**src/rtl/unidade_controle_jogo.sv**
```systemverilog
// Control unit for the memory game: a Moore FSM that sequences the datapath
// counters, the play register and the comparator through rounds of plays.
// Every output, including the debug state code, is registered.
module unidade_controle_jogo #(
    parameter bit TIMEOUT_EN = 1'b1
) (
    input  logic       clock,
    input  logic       reset,
    input  logic       jogar,
    input  logic       tem_jogada,
    input  logic       jogada_correta,
    input  logic       enderecoIgualRodada,
    input  logic       fimR,
    input  logic       timeout,
    output logic       zeraE,
    output logic       contaE,
    output logic       zeraR,
    output logic       contaR,
    output logic       registraR,
    output logic       zeraT,
    output logic       contaT,
    output logic       ganhou,
    output logic       perdeu,
    output logic       pronto,
    output logic       db_timeout,
    output logic [3:0] db_estado
);

    typedef enum logic [3:0] {
        StInicial       = 4'h0,
        StPreparacao    = 4'h1,
        StInicioRodada  = 4'h2,
        StEsperaJogada  = 4'h3,
        StRegistra      = 4'h4,
        StComparacao    = 4'h5,
        StProximaJogada = 4'h6,
        StProximaRodada = 4'h7,
        StFimAcertou    = 4'hA,
        StFimTimeout    = 4'hD,
        StFimErrou      = 4'hE
    } estado_t;

    estado_t estado_q, estado_d;

    // Next-state selection; unused encodings fall back to the idle state
    always_comb begin
        estado_d = estado_q;
        case (estado_q)
            StInicial:       estado_d = jogar ? StPreparacao : StInicial;
            StPreparacao:    estado_d = StInicioRodada;
            StInicioRodada:  estado_d = StEsperaJogada;
            StEsperaJogada: begin
                // Timeout has priority over a play arriving in the same cycle
                if (timeout && TIMEOUT_EN) begin
                    estado_d = StFimTimeout;
                end else if (tem_jogada) begin
                    estado_d = StRegistra;
                end else begin
                    estado_d = StEsperaJogada;
                end
            end
            // One wait cycle so the comparator sees the freshly loaded play
            StRegistra:      estado_d = StComparacao;
            StComparacao: begin
                if (!jogada_correta) begin
                    estado_d = StFimErrou;
                end else if (enderecoIgualRodada && fimR) begin
                    estado_d = StFimAcertou;
                end else if (enderecoIgualRodada) begin
                    estado_d = StProximaRodada;
                end else begin
                    estado_d = StProximaJogada;
                end
            end
            StProximaJogada: estado_d = StEsperaJogada;
            StProximaRodada: estado_d = StInicioRodada;
            StFimAcertou,
            StFimErrou,
            StFimTimeout:    estado_d = jogar ? StPreparacao : estado_q;
            default:         estado_d = StInicial;
        endcase
    end

    // State register; outputs are decoded from the next state so they line up with it
    always_ff @(posedge clock) begin
        if (reset) begin
            estado_q   <= StInicial;
            zeraE      <= 1'b0;
            contaE     <= 1'b0;
            zeraR      <= 1'b0;
            contaR     <= 1'b0;
            registraR  <= 1'b0;
            zeraT      <= 1'b0;
            contaT     <= 1'b0;
            ganhou     <= 1'b0;
            perdeu     <= 1'b0;
            pronto     <= 1'b0;
            db_timeout <= 1'b0;
            db_estado  <= 4'h0;
        end else begin
            estado_q   <= estado_d;
            zeraE      <= (estado_d == StPreparacao) || (estado_d == StInicioRodada);
            contaE     <= (estado_d == StProximaJogada);
            zeraR      <= (estado_d == StPreparacao);
            contaR     <= (estado_d == StProximaRodada);
            registraR  <= (estado_d == StRegistra);
            zeraT      <= (estado_d == StPreparacao) || (estado_d == StInicioRodada)
                          || (estado_d == StProximaJogada);
            contaT     <= (estado_d == StEsperaJogada);
            ganhou     <= (estado_d == StFimAcertou);
            perdeu     <= (estado_d == StFimErrou) || (estado_d == StFimTimeout);
            pronto     <= (estado_d == StFimAcertou) || (estado_d == StFimErrou)
                          || (estado_d == StFimTimeout);
            db_timeout <= (estado_d == StFimTimeout);
            db_estado  <= estado_d;
        end
    end

endmodule

```
**config.mk**
```make
export PLATFORM = sky130hd
export DESIGN_NAME = unidade_controle_jogo
export DESIGN_NICKNAME = d
export VERILOG_FILES = /design/src/rtl/unidade_controle_jogo.sv
export SDC_FILE = /design/constraint.sdc
export NUM_CORES = 1
export LEC_CHECK = 0
export BUFFER_PORTS_ARGS = -buffer_cell sky130_fd_sc_hd__buf_2
export CORE_MARGIN = 1
export CORE_UTILIZATION = 46
export CTS_BUF_LIST = sky130_fd_sc_hd__clkbuf_8
export DETAILED_ROUTE_END_ITERATION = 8
export PLACE_DENSITY = 0.75
export SLEW_MARGIN = 20
export SYNTH_ARGS = -nofsm -noshare
export SYNTH_HDL_FRONTEND = slang
export SYNTH_SLANG_ARGS = --single-unit
```
**constraint.sdc**
```tcl
create_clock -name clock -period 1.9 [get_ports clock]
set_input_delay 0.095 -clock clock [delete_from_list [all_inputs] [get_ports clock]]
set_output_delay 0.095 -clock clock [all_outputs]
set_load 0.005 [all_outputs]
```
=== Word level (Yosys, flattened, before mapping) ===
Cells that the tools add are included.

* Flip-flop bits (word level): 15
* Output and inout port bits: 15
* Input port bits: 8
* Logic and storage cells: 49

* Muxes and demuxes: 8
* Reductions and logical operators: 10
* Equal/unequal tests: 19

{| class="wikitable"
|+ Operators by type and width
! operator !! number
|-
| 4-bit by 3-bit == test with 1-bit output, second input constant || 7
|-
| 4-bit one-hot mux with 7 select lines || 1
|-
| 4-bit == test, second input constant || 6
|-
| 4-bit by 2-bit == test with 1-bit output, second input constant || 4
|-
| 4-bit 2-to-1 mux || 4
|-
| 4-bit by 1-bit == test with 1-bit output, second input constant || 2
|-
| 1-bit logical OR || 5
|-
| 4-bit zero test || 1
|-
| 2-bit OR reduction || 2
|-
| 3-bit 2-to-1 mux || 1
|-
| 3-bit OR reduction || 1
|-
| 1-bit 2-to-1 mux || 2
|-
| 1-bit logical AND || 1
|}

=== Depth between registers and ports, before layout ===
Gate-level depths: netlist of run 1.

* Depth in word-level cells: 7
* Gate-level depth with buffers: 6

=== Worst setup path after synthesis of run 1 ===
OpenSTA, ideal clock, no wires.

* Kind: register to register
* Start point: register estado_q[1]
* End point: register contaE
* Clock period less this slack: 1,520 ps
* Buffers on the path: 1
* Path slack: 380 ps
* Data arrival time: 1,455 ps
* Data required time: 1,835 ps
* Stages on the path, launching flop included: 6
* Path through: dfxtp_1 buf_6 a221o_1 a31o_1 or3b_1 nor2_1

* Word-level cells in the longest chain between the ends: 4
* Elaborated cells between the ends (all ways): 17

{| class="wikitable"
|+ RTL lines
! what !! RTL line !! RTL
|-
| start, declared || 43 || <nowiki>estado_t estado_q, estado_d;</nowiki>
|-
| start signal, assigned || 87 || <nowiki>estado_q <= StInicial;</nowiki>
|-
| start signal, assigned || 101 || <nowiki>estado_q <= estado_d;</nowiki>
|-
| 4-bit == test, or another cell as far along || 48 || <nowiki>case (estado_q)</nowiki>
|-
| 3-bit OR reduction or 2-bit OR reduction (tied branches) || -- ||
|-
| 4-bit one-hot mux with 7 select lines (*) || 48 ||
|-
| 4-bit by 3-bit == test with 1-bit output (*) || 103 || <nowiki>contaE <= (estado_d == StProximaJogada);</nowiki>
|-
| end signal, assigned || 103 ||
|-
| end, declared || 16 || <nowiki>output logic contaE,</nowiki>
|}

Every way passes the cells marked *; elsewhere a longest branch is shown, timed or not.
A chain may end at the register's enable or synchronous reset.

=== Worst setup path in the final report of run 1 ===
* Start point: register estado_q[0]
* End point: register contaE

Same word-level chain as after synthesis.

==> implementation parameters, run 1 <==
Parameter                              Value

Die
  Number of rows in the core area ... 12
  Die area ... 1500 um^2
  X dimension of the die ... about 39 um
  Core area ... 1190 um^2
  Die boundary height ... 38.7 um
  Number of I/O pins ... 23
  Initial core utilization ... 0.523

Layout
  Share of cells above drive strength 1 ... 0.301
  Most common cell after layout, fill and taps aside ... sky130_fd_sc_hd__buf_2
  Layout Area Growth over Synthesis ... 27.0%
  Footprint of the flip-flops and latches ... 300 um^2
  Core utilization of the finished layout ... 0.665
  Design area ... roughly 800 um^2
  Final #Nets ... 102
  Layout fillers ... just over 100
  Most frequent cells in the layout ... 22 x sky130_fd_sc_hd__buf_2, 15 x sky130_fd_sc_hd__dfxtp_1, 8 x sky130_fd_sc_hd__nor2_1, 5 x sky130_fd_sc_hd__nand2_1, 4 x sky130_fd_sc_hd__nand2b_1
  Multi-input combinational cell area ... slightly below 300 um^2
  Ant. Diodes ... 0

Drt
  Met3 WL ... around 70 um
  Routed via count divided by cell count ... 5.36
  Total met2 wirelength after detailed routing ... about 570 um
  Routed Wire Length ... between 1000 and 1500 um
  Detail-routed net length per standard cell ... roughly 11 um
  Overall via count from detail_route ... 573
  Top sig layer ... met4
  Post-DRT Antenna Nets ... 0
  Residual DRC count ... 0
  1st-pass router iterations ... 4
  Metal-1 WL ... 526 um
  Number of DRC markers after the initial detailed-route iteration ... 13

STA
  Final setup vio count ... 0
  Period Utilization, post-route ... 0.876
  Maximum achievable frequency ... around 600 MHz
  Worst clock skew ... approximately 0.0019 ns
  Accumulated negative setup slack ... 0 ns
  RSZ-0062 raised after global routing ... false
  Max-slew headroom ... 0.611
  Shortest clock period the worst path allows after layout ... roughly 1.7 ns
  Tightest Pin Transition ... slightly below 0.6 ns
  Endpoints failing hold ... 0
  Final max-slew violation count ... 0

Hold path
  Worst Hold Path EP ... estado_q[0]
  Path type of the worst min-delay path ... in2reg
  Worst min-delay path startpoint ... reset
  Hold-critical path depth ... 2

Synthesis
  Average instance area after synthesis ... 9.13 um^2
  Register bit count reported by yosys ... 15
  Leading post-synthesis cells by cell area ... sky130_fd_sc_hd__dfxtp_1 48%, sky130_fd_sc_hd__nor2_1 4.8%, sky130_fd_sc_hd__nand2b_1 4.0%, sky130_fd_sc_hd__nand3b_1 3.6%, sky130_fd_sc_hd__nand2_1 3.0%
  Post-Syn Instances ... a little under 70
  Fraction of post-synthesis cell area in the top cell type by area ... 0.484
  Top cell type by total area after synthesis ... sky130_fd_sc_hd__dfxtp_1
  Number of distinct library cells after synthesis ... 31
  Sequential-to-total area share from yosys stat ... 0.484
  Mapped Area ... between 600 and 700 um^2
  Synthesized net count ... between 70 and 80
  Number of warning messages in the yosys log ... 0

Global routing
  Total gr overflow ... 0
  Pin count of the biggest net entering global routing ... 12
  First-pass GRT wire length ... 2090 um
  Initial antenna violation count ... 0
  GRT Overall Usage ... 0.208
  Vias in the first global route ... around 500

Setup path
  Family with the most delay on the worst path ... compound AO/OA/AOI/OAI gates
  Worst setup slack for register-to-register paths ... 0.23 ns
  Worst reg2reg path endpoint ... contaE
  Worst path bufs/invs ... 1
  Origin of the worst setup path ... estado_q[0]
  Critical path endpoint category ... flop
  Startpoint types ... flop
  Endpoint arrival time on the critical path ... 1.85 ns
  Max incr delay on CP ... around 0.41 ns
  Max stage delay cell, worst path ... sky130_fd_sc_hd__dfxtp_1
  Highest fanout seen on the critical path ... 7
  Cell-by-cell trace of the critical path ... inv_1 > a221o_1 > a31o_1 > or3b_1 > nor2_1
  Classification of the worst setup path ... reg2reg
  Origin of the critical flop-to-flop path ... estado_q[0]
  Required time of the critical path ... around 2.1 ns
  FF-to-FF path depth ... 5

Placed design
  Number of input and output port buffers inserted ... 22
  Placement Cell Area ... around 740 um^2
  Half-perimeter wire length of the detailed placement result ... roughly 880 um
  Weighted congestion at the end of routability-driven global placement ... 0.865

Clock network
  CTS clock-pin slew for the worst setup and hold paths ... ~0.06 ns
  Clock latency of the later-clocked register in the worst-skew pair ... between 0.2 and 0.25 ns
  Total of cells resized after clock tree synthesis ... 0
  Post-CTS Repair Setup Buffers ... 0
  Number of hold buffers added after CTS ... 0
  Clock sink count ... 15
  Root Buffer ... sky130_fd_sc_hd__clkbuf_8
  Total CTS buffers ... 3
  Htree depth ... 1
  Maximum clock path buffer count ... 2
  Clock tree from TritonCTS ... built

Power and ir drop
  Total power consumption of the routed design ... a little over 0.7 mW
  Total power density per cell area ... between 900 and 1000 nW/um^2
  Leak ... between 0.3 and 0.4 nW
  Worst vdd rail ir drop ... approximately 0.76 mV

Run status
  Run status ... complete, no violations

Job
  # Max-Cap Violations ... 0
==> through the flow <==
stage / std cells / setup slack (ns) / hold slack (ns)
CTS: 107 / 0.241 / 0.131
detailed placement: 103 / 0.264 / 0.390
global placement: 103 / 0.253 / 0.385
global route: 107 / 0.0583 / 0.159
floorplan: 68 / 0.380 / 0.379
finish: 107 / 0.235 / 0.136
==> routing by layer <==
metal  vias up  GRT usage
met2        15      0.329
met1       263      0.246
met4         0     0.0517
met3         2      0.110
met5         -          0
li1        293          -
==> registers in the layout, summed over array words and instances, names as in the netlist <==
| signal | flops |
|---|---|
| estado_q | 4 |
| contaE | 1 |
| contaR | 1 |
| contaT | 1 |
| db_timeout | 1 |
| ganhou | 1 |
| perdeu | 1 |
| pronto | 1 |
| registraR | 1 |
| zeraE | 1 |
| zeraR | 1 |
| zeraT | 1 |
==> power by group <==
| group | total (mW) | internal [mW] | switching, mW |
|---|---|---|---|
| registers | 0.349 | 0.335 | 0.0147 |
| logic | 0.118 | 0.0568 | 0.0616 |
| clock network | 0.243 | 0.143 | 0.101 |
| total | 0.711 | 0.534 | 0.177 |
==> cell usage after synthesis <==
cell and instances:
sky130_fd_sc_hd__dfxtp_1 15, sky130_fd_sc_hd__o211ai_1 1, sky130_fd_sc_hd__or3b_1 1, sky130_fd_sc_hd__o21ai_1 1, sky130_fd_sc_hd__nor2_1 8, sky130_fd_sc_hd__inv_1 2
sky130_fd_sc_hd__and2_1 1, sky130_fd_sc_hd__or2_1 2, sky130_fd_sc_hd__nand2b_1 4, sky130_fd_sc_hd__a221o_1 1, sky130_fd_sc_hd__o22ai_1 2, sky130_fd_sc_hd__nand3_1 1
sky130_fd_sc_hd__nor3_1 2, sky130_fd_sc_hd__buf_2 1, sky130_fd_sc_hd__nor2b_1 1, sky130_fd_sc_hd__a21oi_1 3, sky130_fd_sc_hd__nand2_1 5, sky130_fd_sc_hd__nor3b_1 2
sky130_fd_sc_hd__buf_1 1, sky130_fd_sc_hd__buf_6 1, sky130_fd_sc_hd__xnor2_1 1, sky130_fd_sc_hd__a21boi_0 1, sky130_fd_sc_hd__a31o_1 1, sky130_fd_sc_hd__o221ai_1 1
sky130_fd_sc_hd__a21oi_2 1, sky130_fd_sc_hd__a311oi_1 1, sky130_fd_sc_hd__o311ai_1 1, sky130_fd_sc_hd__and4_1 1, sky130_fd_sc_hd__a21boi_1 1, sky130_fd_sc_hd__a31oi_1 1
sky130_fd_sc_hd__nand3b_1 3
==> worst max-delay path by stage <==
stage                      endpoint  cells past startpoint
final                        contaE                      5
after global placement    registraR                      5
after floorplan              contaE                      5
after global routing         contaE                      5
after detailed placement     contaE                      5
after CTS                    contaE                      5
==> cell type report <==
type | count | share of cell area
flip-flops and latches | 15 | 0.381
multi-input cells | 48 | 0.371
repair buffers | 24 | 0.159
clock buffers | 3 | 0.0524
well taps | 14 | 0.0222
inverters | 2 | 0.00952
clock inverters | 1 | 0.00476
==> kinds of logic after synthesis <==
| group | synth area share |
|---|---|
| xor+xnor | 0.0141 |
| compound gates | 0.185 |
| flops | 0.484 |
| simple gates | 0.272 |
| buf+inv | 0.0443 |
(Power assumes the default switching activity.)
==> run 2, diff against run 1 <==
--- a/config.mk
+++ b/config.mk
@@ -7,10 +7,9 @@
 export LEC_CHECK = 0
 export BUFFER_PORTS_ARGS = -buffer_cell sky130_fd_sc_hd__buf_2
 export CORE_MARGIN = 1
-export CORE_UTILIZATION = 46
-export CTS_BUF_LIST = sky130_fd_sc_hd__clkbuf_8
+export CORE_UTILIZATION = 45
 export DETAILED_ROUTE_END_ITERATION = 8
-export PLACE_DENSITY = 0.75
+export PLACE_DENSITY = 0.74
 export SLEW_MARGIN = 20
 export SYNTH_ARGS = -nofsm -noshare
 export SYNTH_HDL_FRONTEND = slang
==> implementation parameters, run 2 (synthesis results as in run 1) <==
Parameter                              Value

Die
  Core area ... 1280 um^2
  Number of rows in the core area ... 13
  Number of I/O pins ... 23
  X dimension of the die ... around 39 um
  Die boundary height ... 39.1 um
  Initial core utilization ... 0.483
  Die area ... roughly 1500 um^2

Setup path
  Startpoint types ... flop
  Classification of the worst setup path ... reg2reg
  Highest fanout seen on the critical path ... 7
  Endpoint arrival time on the critical path ... ~1.9 ns
  Required time of the critical path ... approximately 2.1 ns
  Critical path endpoint category ... flop

Power and ir drop
  Worst vdd rail ir drop ... 0.629 mV
  Cell Int Power ... ~0.47 mW
  Power dissipated by switching net loads ... about 0.16 mW
  Clock group share of total power ... 0.268
  Total power density per cell area ... approximately 830 nW/um^2
  Part of the power in registers ... 0.548
  Leak ... between 0.3 and 0.4 nW
  Proportion of total power due to net switching ... 0.259
  Part of the total power dissipated in combinational logic ... 0.184

Placed design
  Placement Cell Area ... between 700 and 800 um^2
  Half-perimeter wire length of the detailed placement result ... between 900 and 1000 um
  Weighted congestion at the end of routability-driven global placement ... roughly 0.84
  Cell count after placement ... between 100 and 150
  Number of input and output port buffers inserted ... 22

Drt
  Routed Wire Length ... 1210 um
  Overall via count from detail_route ... 575
  1st-pass router iterations ... 4
  Number of DRC markers after the initial detailed-route iteration ... 13
  Detail-routed net length per standard cell ... between 10 and 15 um
  Routed via count divided by cell count ... about 5.3
  Residual DRC count ... 0
  Post-DRT Antenna Nets ... 0

Layout
  Most frequent cells in the layout ... 22 x sky130_fd_sc_hd__buf_2, 15 x sky130_fd_sc_hd__dfxtp_1, 8 x sky130_fd_sc_hd__nor2_1, 5 x sky130_fd_sc_hd__nand2_1, 4 x sky130_fd_sc_hd__nand2b_1
  Design area ... approximately 770 um^2
  Layout Area Growth over Synthesis ... 24.2%
  Reg with most FFs ... estado_q
  Core utilization of the finished layout ... 0.600
  Ant. Diodes ... 0
  Final #Nets ... a little over 100
  Most common cell after layout, fill and taps aside ... sky130_fd_sc_hd__buf_2
  Fin cells ... between 100 and 150
  Share of cells above drive strength 1 ... 0.301
  Number of flip-flops in the largest register ... 4

STA
  Final max-slew violation count ... 0
  Accumulated negative setup slack ... 0 ns
  Shortest clock period the worst path allows after layout ... about 1.7 ns
  Tightest Pin Transition ... roughly 0.56 ns
  Max-slew headroom ... 0.624
  RSZ-0062 raised after global routing ... false
  Final setup vio count ... 0
  Period Utilization, post-route ... 0.875
  Worst hold-check slack ... about 0.094 ns
  Maximum achievable frequency ... between 600 and 700 MHz
  Worst clock skew ... roughly 0.0030 ns
  Endpoints failing hold ... 0

Global routing
  First-pass GRT wire length ... 2050 um
  Pin count of the biggest net entering global routing ... 12
  GRT Overall Usage ... 0.207
  Total gr overflow ... 0
  Initial antenna violation count ... 0
  Vias in the first global route ... between 400 and 500

Clock network
  Clock latency of the later-clocked register in the worst-skew pair ... around 0.28 ns
  Total CTS buffers ... 3
  Root Buffer ... sky130_fd_sc_hd__clkbuf_4
  Post-CTS Repair Setup Buffers ... 0
  Number of hold buffers added after CTS ... 0
  Htree depth ... 1
  Maximum clock path buffer count ... 2
  Total of cells resized after clock tree synthesis ... 0
  Clock tree from TritonCTS ... built
  CTS clock-pin slew for the worst setup and hold paths ... 0.08 ns
  Clock sink count ... 15

Run status
  Run status ... complete, no violations

Hold path
  Path type of the worst min-delay path ... in2reg

Job
  # Max-Cap Violations ... 0
## run 2: cell types whose count changed in the layout (fill, tap and decap cells not counted), sizes merged
cell	previous run	this run
inv	3	2
clkbuf	3	4
## run 2: worst paths after layout
path | slack, ns | startpoint | cells after the start | to
setup / recovery | 0.24 | estado_q[0] | 5 | registraR
hold / removal | 0.09 | reset | 2 | estado_q[3]
setup reg to reg | 0.24 | estado_q[0] | 5 | registraR
hold reg to reg | 0.75 | estado_q[3] | 3 | estado_q[2]
## run 2: routing by layer
layer / wire (um) / GRT usage / vias to the layer above
met3: 57 / 0.0983 / 5
met1: 529 / 0.229 / 264
met5: 0 / 0 / -
li1: - / - / 294
met2: 597 / 0.317 / 12
met4: 21 / 0.121 / 0
## run 2: critical path: stages, from the launching register on
cell and delay (ns):
sky130_fd_sc_hd__dfxtp_1 0.42, sky130_fd_sc_hd__inv_1 0.06, sky130_fd_sc_hd__a221o_1 0.34, sky130_fd_sc_hd__a31o_1 0.28, sky130_fd_sc_hd__or3b_1 0.41, sky130_fd_sc_hd__nor2_1 0.10
## run 2: final cells by class
class,count,area [um^2]
Tap cell,15,18.8
Inverter,2,7.51
Multi-Input combinational cell,48,293
Fill cell,116,514
Clock buffer,4,26.3
Sequential cell,15,300
Timing Repair Buffer,24,125
## run 2: power groups by stage
stage	Sequential, mW	Combinational, mW	Clock (mW)
after floorplan	0.353	0.0809	0
after global placement	0.356	0.115	0
after detailed placement	0.356	0.119	0
after CTS	0.349	0.119	0.177
after global routing	0.353	0.135	0.193
final	0.349	0.117	0.170
## run 2: metrics by stage
step                total power, mW  setup slack (ns)
global route                  0.681            0.0672
CTS                           0.645             0.226
floorplan                     0.434             0.380
finish                        0.637             0.237
global placement              0.471             0.254
detailed placement            0.475             0.245
==> run 3, diff against run 2 <==
--- a/config.mk
+++ b/config.mk
@@ -6,10 +6,12 @@
 export NUM_CORES = 1
 export LEC_CHECK = 0
 export BUFFER_PORTS_ARGS = -buffer_cell sky130_fd_sc_hd__buf_2
+export CELL_PAD_IN_SITES_DETAIL_PLACEMENT = 0
+export CELL_PAD_IN_SITES_GLOBAL_PLACEMENT = 1
 export CORE_MARGIN = 1
-export CORE_UTILIZATION = 45
+export CORE_UTILIZATION = 36
 export DETAILED_ROUTE_END_ITERATION = 8
-export PLACE_DENSITY = 0.74
+export PLACE_DENSITY_LB_ADDON = 0.1
 export SLEW_MARGIN = 20
 export SYNTH_ARGS = -nofsm -noshare
 export SYNTH_HDL_FRONTEND = slang
==> constraint.sdc (replaced) <==
create_clock -name clock -period 2.1 [get_ports clock]
set_input_delay 0.105 -clock clock [delete_from_list [all_inputs] [get_ports clock]]
set_output_delay 0.105 -clock clock [all_outputs]
set_load 0.05 [all_outputs]
==> implementation parameters, run 3 (synthesis results as in run 1) <==
Parameter                              Value

Run status
  Run status ... finished with violations
  Failing checks ... DRC

Layout
  Final #Nets ... roughly 100
  Most common cell after layout, fill and taps aside ... sky130_fd_sc_hd__buf_2
  Most frequent cells in the layout ... 22 x sky130_fd_sc_hd__buf_2, 15 x sky130_fd_sc_hd__dfxtp_1, 8 x sky130_fd_sc_hd__nor2_1, 5 x sky130_fd_sc_hd__nand2_1, 4 x sky130_fd_sc_hd__nand2b_1
  Core utilization of the finished layout ... 0.491
  Reg with most FFs ... estado_q
  Ant. Diodes ... 0
  Share of cells above drive strength 1 ... 0.304
  Fin cells ... approximately 110
  Number of flip-flops in the largest register ... 4
  Layout Area Growth over Synthesis ... 23.4%

Die
  Die boundary height ... about 44 um
  Number of I/O pins ... 23
  Core area ... about 1600 um^2
  Initial core utilization ... 0.398
  Die area ... around 1900 um^2
  Number of rows in the core area ... 14
  X dimension of the die ... approximately 44 um

Clock network
  Post-CTS Repair Setup Buffers ... 0
  Htree depth ... 1
  Total of cells resized after clock tree synthesis ... 0
  Clock sink count ... 15
  Clock tree from TritonCTS ... built
  Clock latency of the later-clocked register in the worst-skew pair ... between 0.2 and 0.3 ns
  CTS clock-pin slew for the worst setup and hold paths ... 0.09 ns
  Total CTS buffers ... 3
  Number of hold buffers added after CTS ... 0
  Maximum clock path buffer count ... 2
  Root Buffer ... sky130_fd_sc_hd__clkbuf_4

STA
  Maximum achievable frequency ... 541 MHz
  Tightest Pin Transition ... just under 0.6 ns
  RSZ-0062 raised after global routing ... false
  Shortest clock period the worst path allows after layout ... around 1.8 ns
  Max-slew headroom ... 0.604
  Worst clock skew ... roughly 0.0050 ns
  Endpoints failing hold ... 0
  Accumulated negative setup slack ... 0 ns
  Final setup vio count ... 0
  Final max-slew violation count ... 0
  Period Utilization, post-route ... 0.881

Drt
  Routed via count divided by cell count ... between 5 and 6
  Overall via count from detail_route ... between 500 and 600
  Post-DRT Antenna Nets ... 0
  Residual DRC count ... 5
  Number of DRC markers after the initial detailed-route iteration ... 19
  Detail-routed net length per standard cell ... 11.1 um
  1st-pass router iterations ... 6
  Routed Wire Length ... approximately 1200 um

Placed design
  Cell count after placement ... 104
  Number of input and output port buffers inserted ... 22
  Weighted congestion at the end of routability-driven global placement ... around 0.75
  Half-perimeter wire length of the detailed placement result ... around 900 um

Setup path
  Highest fanout seen on the critical path ... 14
  Required time of the critical path ... about 2.3 ns
  Max incr delay on CP ... 0.59 ns
  Max stage delay cell, worst path ... sky130_fd_sc_hd__dfxtp_1
  Endpoint arrival time on the critical path ... between 2 and 2.5 ns
  Startpoint types ... flop
  Critical path endpoint category ... flop
  Cell-by-cell trace of the critical path ... inv_1 > a221o_1 > a31o_1 > or3b_1 > nor2_1
  Classification of the worst setup path ... reg2reg

Power and ir drop
  Worst vdd rail ir drop ... 0.386 mV
  Total power density per cell area ... roughly 830 nW/um^2
  Leak ... between 0.3 and 0.4 nW
  Total power consumption of the routed design ... between 0.6 and 0.7 mW

Global routing
  First-pass GRT wire length ... around 2000 um
  Vias in the first global route ... about 470
  Pin count of the biggest net entering global routing ... 15
  Initial antenna violation count ... 0
  Total gr overflow ... 0
  GRT Overall Usage ... 0.145

Hold path
  Path type of the worst min-delay path ... in2reg

Job
  # Max-Cap Violations ... 0
==> run 3: cell types whose count changed in the layout (fill, tap and decap cells not counted) <==
cell | previous run | this run
sky130_fd_sc_hd__clkinv_2 | 0 | 1
sky130_fd_sc_hd__clkbuf_1 | 1 | 0
sky130_fd_sc_hd__buf_4 | 2 | 1
==> run 3: power by group <==
group / leakage (nW) / internal [mW] / switching [mW]
Clock: 0.0177 / 0.0706 / 0.0870
Combinational: 0.192 / 0.0493 / 0.112
Sequential: 0.122 / 0.302 / 0.0178
Total: 0.332 / 0.422 / 0.217
==> run 3: final cells by class <==
cell class / instances / area (um^2)
Clock buffer: 3 / 22.5
Clock inverter: 1 / 5.00
Fill cell: 170 / 793
Inverter: 2 / 7.51
Multi-Input combinational cell: 48 / 293
Sequential cell: 15 / 300
Tap cell: 16 / 20.0
Timing Repair Buffer: 23 / 118
==> run 3: layer usage <==
| metal | global-route usage | vias to the layer above | share of wire |
|---|---|---|---|
| met5 | 0 | - | 0 |
| met4 | 0.0750 | 0 | 0.011 |
| met3 | 0.0542 | 2 | 0.038 |
| met2 | 0.191 | 10 | 0.47 |
| met1 | 0.205 | 253 | 0.48 |
| li1 | - | 291 | - |
==> run 3: final timing paths <==
path | start | slack [ns] | end | cells after the start
max | estado_q[0] | 0.25 | contaE | 5
min | reset | 0.1 | estado_q[3] | 2
max reg2reg | estado_q[0] | 0.25 | contaE | 5
min reg2reg | estado_q[3] | 0.75 | estado_q[2] | 3
==> run 3: through the flow <==
stage               area [um^2]  hold WS, ns  setup WS (ns)
floorplan                   621        0.398          0.229
CTS                         766       0.0818          0.244
detailed placement          738        0.385          0.258
global placement            738        0.395          0.328
global route                766        0.105          0.110
finish                      766       0.0961          0.250
==> run 3: worst max-delay path, delay by kind of cell (launching register included) <==
family | cells | cell delay [ns]
compound gates | 2 | 0.63
buf+inv | 1 | 0.08
flops | 1 | 0.59
simple gates | 2 | 0.50
